## config.mk

```make
export PLATFORM = sky130hd
export DESIGN_NAME = llr_buf_ctrl
export DESIGN_NICKNAME = d
export VERILOG_FILES = /design/src/rtl/llr_buf_pkg.sv /design/src/rtl/llr_buf_ctrl.sv
export SDC_FILE = /design/constraint.sdc
export NUM_CORES = 1
export LEC_CHECK = 0
export BUFFER_PORTS_ARGS = -buffer_cell sky130_fd_sc_hd__buf_2
export CAP_MARGIN = 10
export CORE_MARGIN = 10
export CORE_UTILIZATION = 45
export CTS_CLUSTER_DIAMETER = 40
export DETAILED_ROUTE_END_ITERATION = 6
export GPL_ROUTABILITY_DRIVEN = 0
export GPL_TIMING_DRIVEN = 0
export MAX_ROUTING_LAYER = met4
export PLACE_DENSITY = 0.69
export RECOVER_POWER = 50
export SLEW_MARGIN = 40
export SYNTH_ARGS = -nofsm -noshare
export SYNTH_HDL_FRONTEND = slang
export SYNTH_SLANG_ARGS = --single-unit
```

## constraint.sdc

```tcl
create_clock -name clk -period 5.1 [get_ports clk]
set_input_delay 0.765 -clock clk [delete_from_list [all_inputs] [get_ports clk]]
set_output_delay 0.765 -clock clk [all_outputs]
set_load 0.01 [all_outputs]
```

## src/rtl/llr_buf_pkg.sv

```systemverilog
// Shared types and sizing for the LLR pair buffer controller.
package llr_buf_pkg;

    localparam int SW    = 4;
    localparam int ADDRW = 8;
    localparam int DEPTH = 256;
    localparam int LLR_W = SW * 2;
    localparam int CNT_W = ADDRW + 1;

    typedef enum logic [1:0] {
        IDLE   = 2'd0,
        START  = 2'd1,
        STREAM = 2'd2
    } state_t;

endpackage

```

## src/rtl/llr_buf_ctrl.sv

```systemverilog
// Sequencer between the demapper and decoder for one LLR pair FIFO.
// Admits pairs with backpressure, tracks occupancy, launches a decoder
// block once blk_len pairs are buffered and streams exactly that many.
//
// state  | meaning
// -------+-----------------------------------------------------------
// IDLE   | waiting for a valid blk_len and enough buffered pairs
// START  | one-cycle dec_start pulse, block length latched
// STREAM | presenting buffered pairs to the decoder until the last beat
module llr_buf_ctrl
    import llr_buf_pkg::*;
#(
    parameter int DEPTH_P = DEPTH,
    parameter int ADDRW_P = ADDRW,
    parameter int SW_P    = SW
) (
    input  logic                 clk,
    input  logic                 nrst,
    input  logic                 flush,
    input  logic [ADDRW_P:0]     blk_len,
    input  logic [SW_P*2-1:0]    llr_in,
    input  logic                 llr_vld,
    output logic                 llr_rdy,
    output logic [SW_P*2-1:0]    buf_din,
    output logic                 buf_wr,
    output logic                 buf_rd,
    output logic                 buf_reset,
    input  logic [SW_P*2-1:0]    buf_dout,
    input  logic                 buf_empty,
    input  logic                 buf_full,
    output logic                 dec_start,
    output logic [SW_P*2-1:0]    dec_llr,
    output logic                 dec_vld,
    input  logic                 dec_rdy,
    output logic                 dec_last,
    output logic                 dec_abort,
    output logic                 busy,
    output logic                 cfg_err
);

    localparam int CW = ADDRW_P + 1;

    state_t        state;
    state_t        state_nxt;
    logic [CW-1:0] level;
    logic [CW-1:0] beat_cnt;
    logic [CW-1:0] len_q;
    logic          cfg_ok;

    assign cfg_ok = (blk_len != '0) && (blk_len <= CW'(DEPTH_P));

    // Write side and buffer control; flush blocks both ports that cycle.
    always_comb begin
        llr_rdy   = ~buf_full & ~flush;
        buf_wr    = llr_vld & llr_rdy;
        buf_din   = llr_in;
        buf_reset = flush;
        dec_llr   = buf_dout;
    end

    // Next-state decode and decoder-side strobes.
    always_comb begin
        state_nxt = state;
        dec_start = 1'b0;
        dec_vld   = 1'b0;
        dec_last  = 1'b0;
        buf_rd    = 1'b0;
        busy      = (state != IDLE);
        case (state)
            IDLE: begin
                if (cfg_ok && (level >= blk_len)) state_nxt = START;
            end
            START: begin
                dec_start = 1'b1;
                state_nxt = STREAM;
            end
            STREAM: begin
                // Decoder must not see a beat it could consume during flush.
                dec_vld  = ~flush;
                dec_last = dec_vld & (beat_cnt == len_q - CW'(1));
                buf_rd   = dec_vld & dec_rdy & ~buf_empty;
                if (buf_rd && dec_last) state_nxt = IDLE;
            end
            default: state_nxt = IDLE;
        endcase
        if (flush) state_nxt = IDLE;
    end

    // State register.
    always_ff @(posedge clk or negedge nrst) begin
        if (!nrst) state <= IDLE;
        else       state <= state_nxt;
    end

    // Occupancy mirror of the buffer.
    always_ff @(posedge clk or negedge nrst) begin
        if (!nrst)      level <= '0;
        else if (flush) level <= '0;
        else            level <= level + CW'(buf_wr) - CW'(buf_rd);
    end

    // Block length capture and beat counting.
    always_ff @(posedge clk or negedge nrst) begin
        if (!nrst) begin
            len_q    <= '0;
            beat_cnt <= '0;
        end else if (flush) begin
            beat_cnt <= '0;
        end else if (state == IDLE && state_nxt == START) begin
            len_q    <= blk_len;
            beat_cnt <= '0;
        end else if (buf_rd) begin
            beat_cnt <= beat_cnt + CW'(1);
        end
    end

    // Sticky config error and the abort pulse following a mid-block flush.
    always_ff @(posedge clk or negedge nrst) begin
        if (!nrst) begin
            cfg_err   <= 1'b0;
            dec_abort <= 1'b0;
        end else begin
            dec_abort <= flush & (state != IDLE);
            if (flush)
                cfg_err <= 1'b0;
            else if (state == IDLE && !cfg_ok && level != '0)
                cfg_err <= 1'b1;
        end
    end

endmodule
```

# Yosys cells after proc, flatten, opt, wreduce, memory -nomap -nowiden
# Index checks and enable logic that the tools add are counted.
[word_totals] reg_bits=31 out_inout_bits=26 word_cells=53
[classes] reduce_logical=14 order_cmp=2 eq_ne=4 n_mux=14 n_bitwise=9 n_addsub=4
[op_table] operator="$mux 9" n=4
[op_table] operator="$reduce_bool 9->1" n=2
[op_table] operator="$add 9x1->9" n=1
[op_table] operator="$add 9x1->9 const B" n=1
[op_table] operator="$eq 9x9->1" n=1
[op_table] operator="$ge 9x9->1" n=1
[op_table] operator="$le 9x9->1 const B" n=1
[op_table] operator="$sub 9x1->9" n=1
[op_table] operator="$sub 9x1->9 const B" n=1
[op_table] operator="$and 1x1->1" n=6
[op_table] operator="$logic_and 1x1->1" n=6
[op_table] operator="$mux 1" n=6
[op_table] operator="$mux 2" n=3
[op_table] operator="$pmux 2 s3" n=1
[op_table] operator="$eq 2x1->1 const B" n=2
[op_table] operator="$reduce_bool 2->1" n=2
[op_table] operator="$not 1->1" n=3
[op_table] operator="$reduce_bool 3->1" n=1
[op_table] operator="$eq 2x2->1 const B" n=1
[op_table] operator="$logic_not 2->1" n=1
[op_table] operator="$reduce_and 2->1" n=1
[op_table] operator="$logic_not 1->1" n=1

# Logic depth before layout (Yosys ltp)
# Gate-level depths: netlist of run 1.
[logic_depth] depth_word=11 depth_mapped=12 ltp_nobuf=11

# Least setup slack after synthesis of run 1
# Ideal clock, no wire load.
[synth_timing] kind="input port to flip-flop" start="input flush" end="register level[6]" n_path_buf=2 setup_time_ps=126 arrival_time_ps=3090 cell_stages=12 slack_ps=1883 path_cell_list="clkbuf_1 -> clkbuf_1 -> nor2_1 -> ha_1 -> inv_1 -> ha_1 -> fa_1 -> a21oi_1 -> o21bai_1 -> a21oi_1 -> nor4_1 -> a311o_1"
[synth_between] elab_chain_len=6 elab_cells_between_ends=9 cone_classes="2 x add/sub; 2 x mux; 5 x bitwise"
[synth_lines] item="from (decl)" line_no="llr_buf_ctrl.sv:19" rtl="input logic flush,"
[synth_lines] item="$not 1->1 (no line)"
[synth_lines] item="$and 1x1->1 (2 in series)" line_no="llr_buf_ctrl.sv:81" rtl="buf_rd = dec_vld & dec_rdy & ~buf_empty;"
[synth_lines] item="$mux 1" line_no="llr_buf_ctrl.sv:69" rtl="case (state)"
[synth_lines] item="net buf_rd" line_no="llr_buf_ctrl.sv:26" rtl="output logic buf_rd,"
[synth_lines] item="$sub 9x1->9" line_no="llr_buf_ctrl.sv:99" rtl="else level <= level + CW'(buf_wr) - CW'(buf_rd);"
[synth_lines] item="$mux 9" line_no="llr_buf_ctrl.sv:98" rtl="else if (flush) level <= '0;"
[synth_lines] item="to (signal assigned)" line_no="llr_buf_ctrl.sv:99"
[synth_lines] item="to (decl)" line_no="llr_buf_ctrl.sv:45" rtl="logic [CW-1:0] level;"
# The timed path passes the listed nets, and every way through them passes these cells.
# A chain may end at the register's enable or synchronous reset.

# Final worst setup path of run 1
[layout_timing] start="input flush" end="register level[6]"
[layout_between] elab_chain_len=6 elab_cells_between_ends=9 cone_classes="2 x add/sub; 2 x mux; 5 x bitwise"
[layout_lines] item="$not 1->1 (no line)"
[layout_lines] item="$and 1x1->1, on equally long branches" line_no="llr_buf_ctrl.sv:54, llr_buf_ctrl.sv:81"
[layout_lines] item="$and 1x1->1, on equally long branches" line_no="llr_buf_ctrl.sv:55, llr_buf_ctrl.sv:81"
[layout_lines] item="$add 9x1->9 / $mux 1 (equally long branches)" line_no="llr_buf_ctrl.sv:99, llr_buf_ctrl.sv:69"
[layout_lines] item="$sub 9x1->9" line_no="llr_buf_ctrl.sv:99"
[layout_lines] item="$mux 9 *" line_no="llr_buf_ctrl.sv:98"
# Mark *: on every way between the ends. The rest lies on a longest branch, timed or not.

==> metrics.cfg, run 1 <==
[global_route]
grt_overflow_total=0
grtUsageTotal_pct=13.5
grt_max_degree=32
grtUsageMet1_pct=15.8
met3_usage_pct=4.56
grt_pass1_wl_um=9130
grt_pass1_vias=1911
gr-max-usage-layer=met2
met2_usage_pct=22.0
antenna_found_initial=0

[critical_path]
slowest_stage=clkbuf_1
worst-path-buf-inv=4
critPathLaunch=flush
crit_chain=buf_2, clkbuf_1, clkbuf_1, nor2_1, ha_1, inv_1, ha_1, fa_1, a21oi_1, o21bai_1, a21oi_1, nor4_1, a311o_1
required_ns=5.26
path_delay_family=buffers and inverters
path_max_fanout=10
r2r-start=state[0]
slowest_delay_ns=0.43
critPathKind=in -> reg
crit_path_end_kind=register
critPathArrivalTime_ns=3.78
critPathLaunchType=primary input

[power]
p_sw_share_pct=39.5
power_frac_seq_pct=34.6
ir_worst_vdd_v=0.000163
intPower_mw=0.668
p_leak_nw=1.26
pwr-share-clk_pct=17.0
power.density_nw_per_um2=408
power.switching_mw=0.436
p_total_mw=1.10
p_comb_share_pct=48.4

[drt]
drt_iter0_drc=70
via_per_inst=5.10
drcViolationCount=0
wirelength_um=5430
ant_nets=0
firstDrtPassIters=4
vias=1891
routedWlPerCell_um=14.6

[die]
io_pins=58
start_util_pct=46.1
coreArea_um2=5070
fp.dieW_um=92.1
die-area_um2=8490
rows=26
die_h_um=92.1

[cells_and_area]
diodes=0
syn_to_final_growth_pct=15.4
layout_common_cells=dfrtp_1, buf_2, inv_1, ha_1, clkbuf_1
final_cells=371
fin_util_pct=53.2
drive_above_1_share_pct=20.9
num-nets-final=356
final_common_cell=dfrtp_1

[sta]
timing.hold.ws_ns=0.454
rsz0062_at_grt=false
setup_tns_ns=0
fin_crit_sh_pct=71.0
clock_skew_ns=0.0101
slew_headroom_pct=20.6
slew_violations=0
setup_viol=0
hold_viol=0
fmax_mhz=276
tightest_slew_ns=1.19
fin_crit_ns=3.62

[placement]
io_buffers=41
dp_hpwl_um=4330
place_inst=362

[yosys]
synth-xor-area-share_pct=10.1
synth_compound_area_share_pct=9.57
synth_top_area_share_pct=33.1
syn_inst=251
async_flop_share_pct=100
yosysSeqAreaShare_pct=33.1
synth.area.top_cells=dfrtp_1, ha_1, xnor2_1, buf_4, mux2_2
ys_types=42
ys_warn_count=0
synth_top_area_cell=dfrtp_1
yosys.area_share.simple_pct=18.9
syn-mean-instance-area_um2=9.33
ys.flop_type=dfrtp_1
synth_adder_area_share_pct=13.1
synthesis.area_um2=2340
synth_edf_count=0
ys_seq_elements=31
syn_nets=307
synth_top_family_by_area=simple AND/OR/NAND/NOR gates
synthMuxAreaShare_pct=5.13

[flow_run]
max_cap_viol_count=0

[clock_tree]
clock-sinks=31
cts_buffers=5
cts_resized=0
cts-root-buf=clkbuf_8
clock_latency_ns=0.28
clockBufferDepth=2
ctsHoldBuffers=0
cts_tree=yes
post_cts_buffers=0
h-tree-depth=2
cts.reportedPaths.clkPinSlew_ns=0.07

[hold_path]
hp-class=in -> async

[status]
status=complete, no violations

-- stage by stage --
| step | worst slack [ns] | instance area [um^2] |
|---|---|---|
| 2_1_floorplan | 1.88 | 2340 |
| 3_3_place_gp | 1.16 | 2630 |
| 3_5_place_dp | 1.19 | 2630 |
| 4_1_cts | 1.47 | 2720 |
| 5_1_grt | 1.22 | 2700 |
| 6_report | 1.48 | 2700 |
-- Yosys cell counts (all sizes together), types with 4 or more instances --
cell type	n
o21bai	4
o21ai	5
nor2	13
nor3	12
buf	18
nand2	12
a21oi	12
inv	23
xnor2	18
nor2b	6
nand3	5
ha	23
nor4	10
clkbuf	4
xor2	9
dfrtp	31
mux2	8
nand4	4
-- state kept, by name (all words and copies together) (netlist names) --
signal and count:
dec_abort 1, level 9, state 2, beat_cnt 9, len_q 9, cfg_err 1
-- per-layer routing --
| layer | routed length [um] | part of all wire, % |
|---|---|---|
| met3 | 338 | 6.2 |
| met5 | 0 | 0 |
| met1 | 2560 | 47 |
| met2 | 2500 | 46 |
| met4 | 30 | 0.55 |
-- cells by family after synthesis --
family,after synthesis
AND/OR/NAND/NOR,81
buffers and inverters,45
AO/OA/AOI/OAI,32
flip-flops,31
XOR/XNOR,27
adder cells (fa/ha/maj),24
multiplexers,11
-- final timing paths --
check / depth (start not counted) / endpoint / slack (ns)
min in group clk: 2 / cfg_err / 0.51
setup reg to reg: 11 / level[6] / 2.22
setup / recovery: 13 / level[6] / 1.48
hold reg to reg: 2 / cfg_err / 0.51
hold / removal: 1 / state[1] / 0.45
max in group asynchronous: 2 / level[3] / 3.14
-- power groups by stage --
stage / clock, mW / sequential (mW) / combinational, mW
2_1_floorplan: 0 / 0.365 / 0.432
4_1_cts: 0.195 / 0.382 / 0.542
5_1_grt: 0.206 / 0.395 / 0.609
3_3_place_gp: 0 / 0.387 / 0.524
6_report: 0.188 / 0.382 / 0.534
3_5_place_dp: 0 / 0.387 / 0.536
-- final cells by class --
type,count,area (um^2)
buffer,22,148
clock buffer,7,76.3
clock inverter,1,5.00
fill,493,2370
inverter,23,86.3
multi-input combinational,175,1330
sequential,31,776
tap,70,87.6
timing repair buffer,42,191
No activity file was read; power rests on OpenSTA's default activity.
==> run 2: changes to the inputs <==
clock period = 3.5 ns   (was 5.1 ns; I/O delays follow)
==> run 2 against run 1 <==
Count of clock-buffer cells in the layout unchanged. Cell area hardly changed. Register-to-register slack got worse by 1.6 ns. Setup slack got worse by 1.2 ns. Via count stayed put. Die area stayed put. First-iteration DRC count did not move. Critical endpoint unchanged.
==> metrics.cfg, run 2 (synthesized netlist as in run 1, its figures left out) <==
[status]
status=complete, no violations

[global_route]
grt_pass1_vias=1911
grt_overflow_total=0
grtUsageTotal_pct=13.5
grt_max_degree=32
grt_pass1_wl_um=9130
antenna_found_initial=0

[placement]
place_inst=362
io_buffers=41
dp_slack_ns=-0.175
dp_hpwl_um=4330

[critical_path]
slowest_stage=clkbuf_1
critPathLaunchType=primary input
reg2reg_slack_ns=0.62
crit_path_end_kind=register
slowest_delay_ns=0.43
r2r_end=level[6]
critPathLaunch=flush
worstSetupEndpoint=level[6]
crit_chain=buf_2, clkbuf_1, clkbuf_2, nor2_1, ha_1, inv_1, ha_1, fa_1, a21oi_1, o21bai_1, a21oi_1, nor4_1, a311o_1
ff2ff_path_depth=11
path_max_fanout=10
r2r-start=state[0]
critPathKind=in -> reg
critPathArrivalTime_ns=3.38
required_ns=3.66

[sta]
slew_headroom_pct=20.7
tightest_slew_ns=1.19
fin_crit_ns=3.23
slew_violations=0
hold_viol=0
setup_viol=0
fmax_mhz=310
fin_crit_sh_pct=92.2
worst_slack_ns=0.273
clock_skew_ns=0.0102
rsz0062_at_grt=false

[clock_tree]
clockBufferDepth=2
cts_buffers=5
post_cts_buffers=0
h-tree-depth=2
cts_tree=yes
cts-root-buf=clkbuf_8
cts_resized=0
clock_latency_ns=0.28
ctsHoldBuffers=0
clock-sinks=31
cts.reportedPaths.clkPinSlew_ns=0.07

[cells_and_area]
final_cells=371
diodes=0
reg.largest.list=beat_cnt: 9 flops, len_q: 9 flops, level: 9 flops
syn_to_final_growth_pct=15.4
num-nets-final=356
layout_common_cells=dfrtp_1, buf_2, inv_1, ha_1, clkbuf_1
final_common_cell=dfrtp_1
multi_input_area_um2=1330
fin_util_pct=53.3
drive_above_1_share_pct=21.3
seq_area_um2=776
fill_cells=492

[hold_path]
hp-class=in -> async

[drt]
wirelength_um=5440
routedWlPerCell_um=14.7
via_per_inst=5.10
vias=1891
ant_nets=0
drt_iter0_drc=70
firstDrtPassIters=4
drcViolationCount=0

[power]
ir_worst_vdd_v=0.000237
p_total_mw=1.61
power.density_nw_per_um2=595
p_leak_nw=1.27

[die]
fp.dieW_um=92.1
io_pins=58
die-area_um2=8490
start_util_pct=46.1
rows=26
coreArea_um2=5070
die_h_um=92.1

[flow_run]
max_cap_viol_count=0

[run 2: critical path: cells and delay by family]
kind | cells | cell delay, ns
buf+inv | 4 | 0.95
simple gates | 2 | 0.20
compound gates | 4 | 0.82
fa+ha+maj | 3 | 0.90
[run 2: area by class of cell]
type | instances | share of cell area [%]
buffer | 22 | 5.51
clock buffer | 7 | 2.82
clock inverter | 1 | 0.185
inverter | 23 | 3.19
multi-input combinational | 175 | 49.3
sequential | 31 | 28.7
tap | 70 | 3.24
timing repair buffer | 42 | 7.08
[run 2: how the worst min path moves through the flow]
stage / to / slack, ns
after floorplan: beat_cnt[0] / 0.23
after global placement: cfg_err / 0.48
after detailed placement: cfg_err / 0.49
after CTS: state[1] / 0.32
after global routing: state[1] / 0.27
final: state[1] / 0.21
[run 2: through the flow]
step	TNS [ns]	instance area, um^2	hold slack, ns
after CTS	0	2720	0.316
after global placement	-0.330	2630	0.483
after global routing	0	2700	0.274
after detailed placement	-0.284	2630	0.487
after floorplan	0	2340	0.229
final	0	2700	0.214
[run 2: per-layer routing]
| metal | share of wire (%) | vias to the layer above | GRT usage [%] |
|---|---|---|---|
| li1 | - | 959 | - |
| met1 | 47 | 880 | 15.8 |
| met2 | 46 | 50 | 22.0 |
| met3 | 6.3 | 2 | 4.56 |
| met4 | 0.55 | 0 | 3.08 |
| met5 | 0 | - | - |
[run 2: report_power, final]
| part | internal (mW) | switching (mW) | total (mW) |
|---|---|---|---|
| Combinational | 0.384 | 0.395 | 0.779 |
| Clock | 0.139 | 0.134 | 0.273 |
| Sequential | 0.450 | 0.107 | 0.557 |
==> run 3: changes to the inputs <==
CORE_UTILIZATION = 51   (was 45)
PLACE_DENSITY = 0.77   (was 0.69)
REMOVE_ABC_BUFFERS = 1   (was default)
==> run 3 against run 2 <==
The run now ends with capacitance limit, slew limit left. Combinational power shrank 3.5%. Power is 0.41% higher. Setup slack improved by 0.24 ns. Count of clock-buffer cells in the layout rose by 1. Non-clock buffer count is 37 lower. Critical endpoint is now dec_last. Highest routed layer unchanged.
==> metrics.cfg, run 3 (synthesized netlist as in run 1, its figures left out) <==
[cells_and_area]
num-nets-final=319
syn_to_final_growth_pct=6.68
drive_above_1_share_pct=17.0
reg.largest.list=beat_cnt: 9 flops, len_q: 9 flops, level: 9 flops
diodes=0
final_common_cell=dfrtp_1
layout_common_cells=dfrtp_1, buf_2, inv_1, ha_1, xnor2_1

[critical_path]
critPathKind=reg -> out
crit_path_end_kind=output pin
critPathLaunchType=register
ff2ff_path_depth=11
path_max_fanout=7
critPathArrivalTime_ns=2.46
required_ns=2.97

[sta]
hold_viol=0
rsz0062_at_grt=false
setup_tns_ns=0
fin_crit_sh_pct=85.4
setup_viol=0
fin_crit_ns=2.99
fmax_mhz=335
timing.hold.ws_ns=0.509
tightest_slew_ns=1.71
clock_skew_ns=0.00695
slew_headroom_pct=-13.8
slew_violations=32

[power]
ir_worst_vdd_v=0.000403
power.switching_mw=0.617
power.density_nw_per_um2=647
p_sw_share_pct=38.2
p_leak_nw=1.16
power_frac_seq_pct=34.0
pwr-share-clk_pct=19.4
p_comb_share_pct=46.6
intPower_mw=0.999

[clock_tree]
cts.reportedPaths.clkPinSlew_ns=0.07
clock_latency_ns=0.28
h-tree-depth=2
cts-root-buf=clkbuf_8
ctsHoldBuffers=0
cts_buffers=5
post_cts_buffers=0
clockBufferDepth=2
clock-sinks=31
cts_resized=0
cts_tree=yes

[drt]
vias=1768
ant_nets=0
firstDrtPassIters=4
drt_iter0_drc=77
routedWlPerCell_um=15.7
via_per_inst=5.59
drcViolationCount=0
wirelength_um=4960

[status]
violations=capacitance limit, slew limit
status=finished, violations left

[hold_path]
hold_depth=2
hp-class=in -> reg

[global_route]
grt_max_degree=32
grt_overflow_total=0
grtUsageTotal_pct=14.1
grt_pass1_vias=1807
grt_pass1_wl_um=8560
antenna_found_initial=0

[placement]
io_buffers=25
dp_hpwl_um=3850

[die]
start_util_pct=53.0
fp.dieW_um=87.8
die-area_um2=7700
rows=24
coreArea_um2=4410
die_h_um=87.8
io_pins=58

[flow_run]
max_cap_viol_count=1

[run 3: changes by cell type in the layout (fill, tap and decap cells not counted)]
cell      previous run  this run
buf_2               28        24
buf_4               17         2
clkbuf_1            20         2
clkbuf_2             1         0
clkbuf_8             5         7
clkinv_2             1         0
[run 3: metrics by stage]
stage / instances / power [mW] / setup slack [ns] / area [um^2] / util, %
final: 316 / 1.62 / 0.513 / 2500 / 56.6
after floorplan: 229 / 1.13 / 0.784 / 2190 / -
after detailed placement: 308 / 1.31 / 0.419 / 2400 / 54.3
after CTS: 316 / 1.63 / 0.510 / 2500 / 56.6
after global placement: 306 / 1.28 / 0.448 / 2380 / 54.0
after global routing: 316 / 1.76 / 0.376 / 2500 / 56.6
[run 3: worst paths after layout]
kind / to / startpoint / slack, ns
worst min-delay path: len_q[6] / blk_len[6] / 0.51
worst min register to register: cfg_err / cfg_err / 0.54
worst max-delay path: dec_last / len_q[2] / 0.51
min in group asynchronous: len_q[8] / nrst / 0.68
worst max register to register: level[6] / state[0] / 0.76
max in group asynchronous: level[2] / nrst / 1.83
[run 3: layout make-up]
class / count / area, um^2
tap: 52 / 65.1
fill: 399 / 1920
multi-input combinational: 175 / 1330
inverter: 23 / 86.3
timing repair buffer: 27 / 139
sequential: 31 / 776
clock buffer: 8 / 100
[run 3: worst max-delay path, stage by stage, from the launching register on]
cell     delay [ns]
dfrtp_1        0.45
or4_2          0.72
nor4b_1        0.33
xnor2_1        0.18
nand4_1        0.15
nor3_1         0.19
buf_2          0.16
[run 3: layer usage]
metal | GRT usage [%] | wire, um
met2 | 21.9 | 2410
met3 | 5.57 | 314
met4 | 4.35 | 56
met1 | 16.4 | 2180
met5 | - | 0
[run 3: power by group through the flow]
stage               sequential (mW)  clock (mW)  combinational [mW]
floorplan                     0.531           0               0.603
global placement              0.551           0               0.726
detailed placement            0.556           0               0.754
CTS                           0.549       0.323               0.758
global route                  0.566       0.334               0.856
finish                        0.549       0.314               0.752
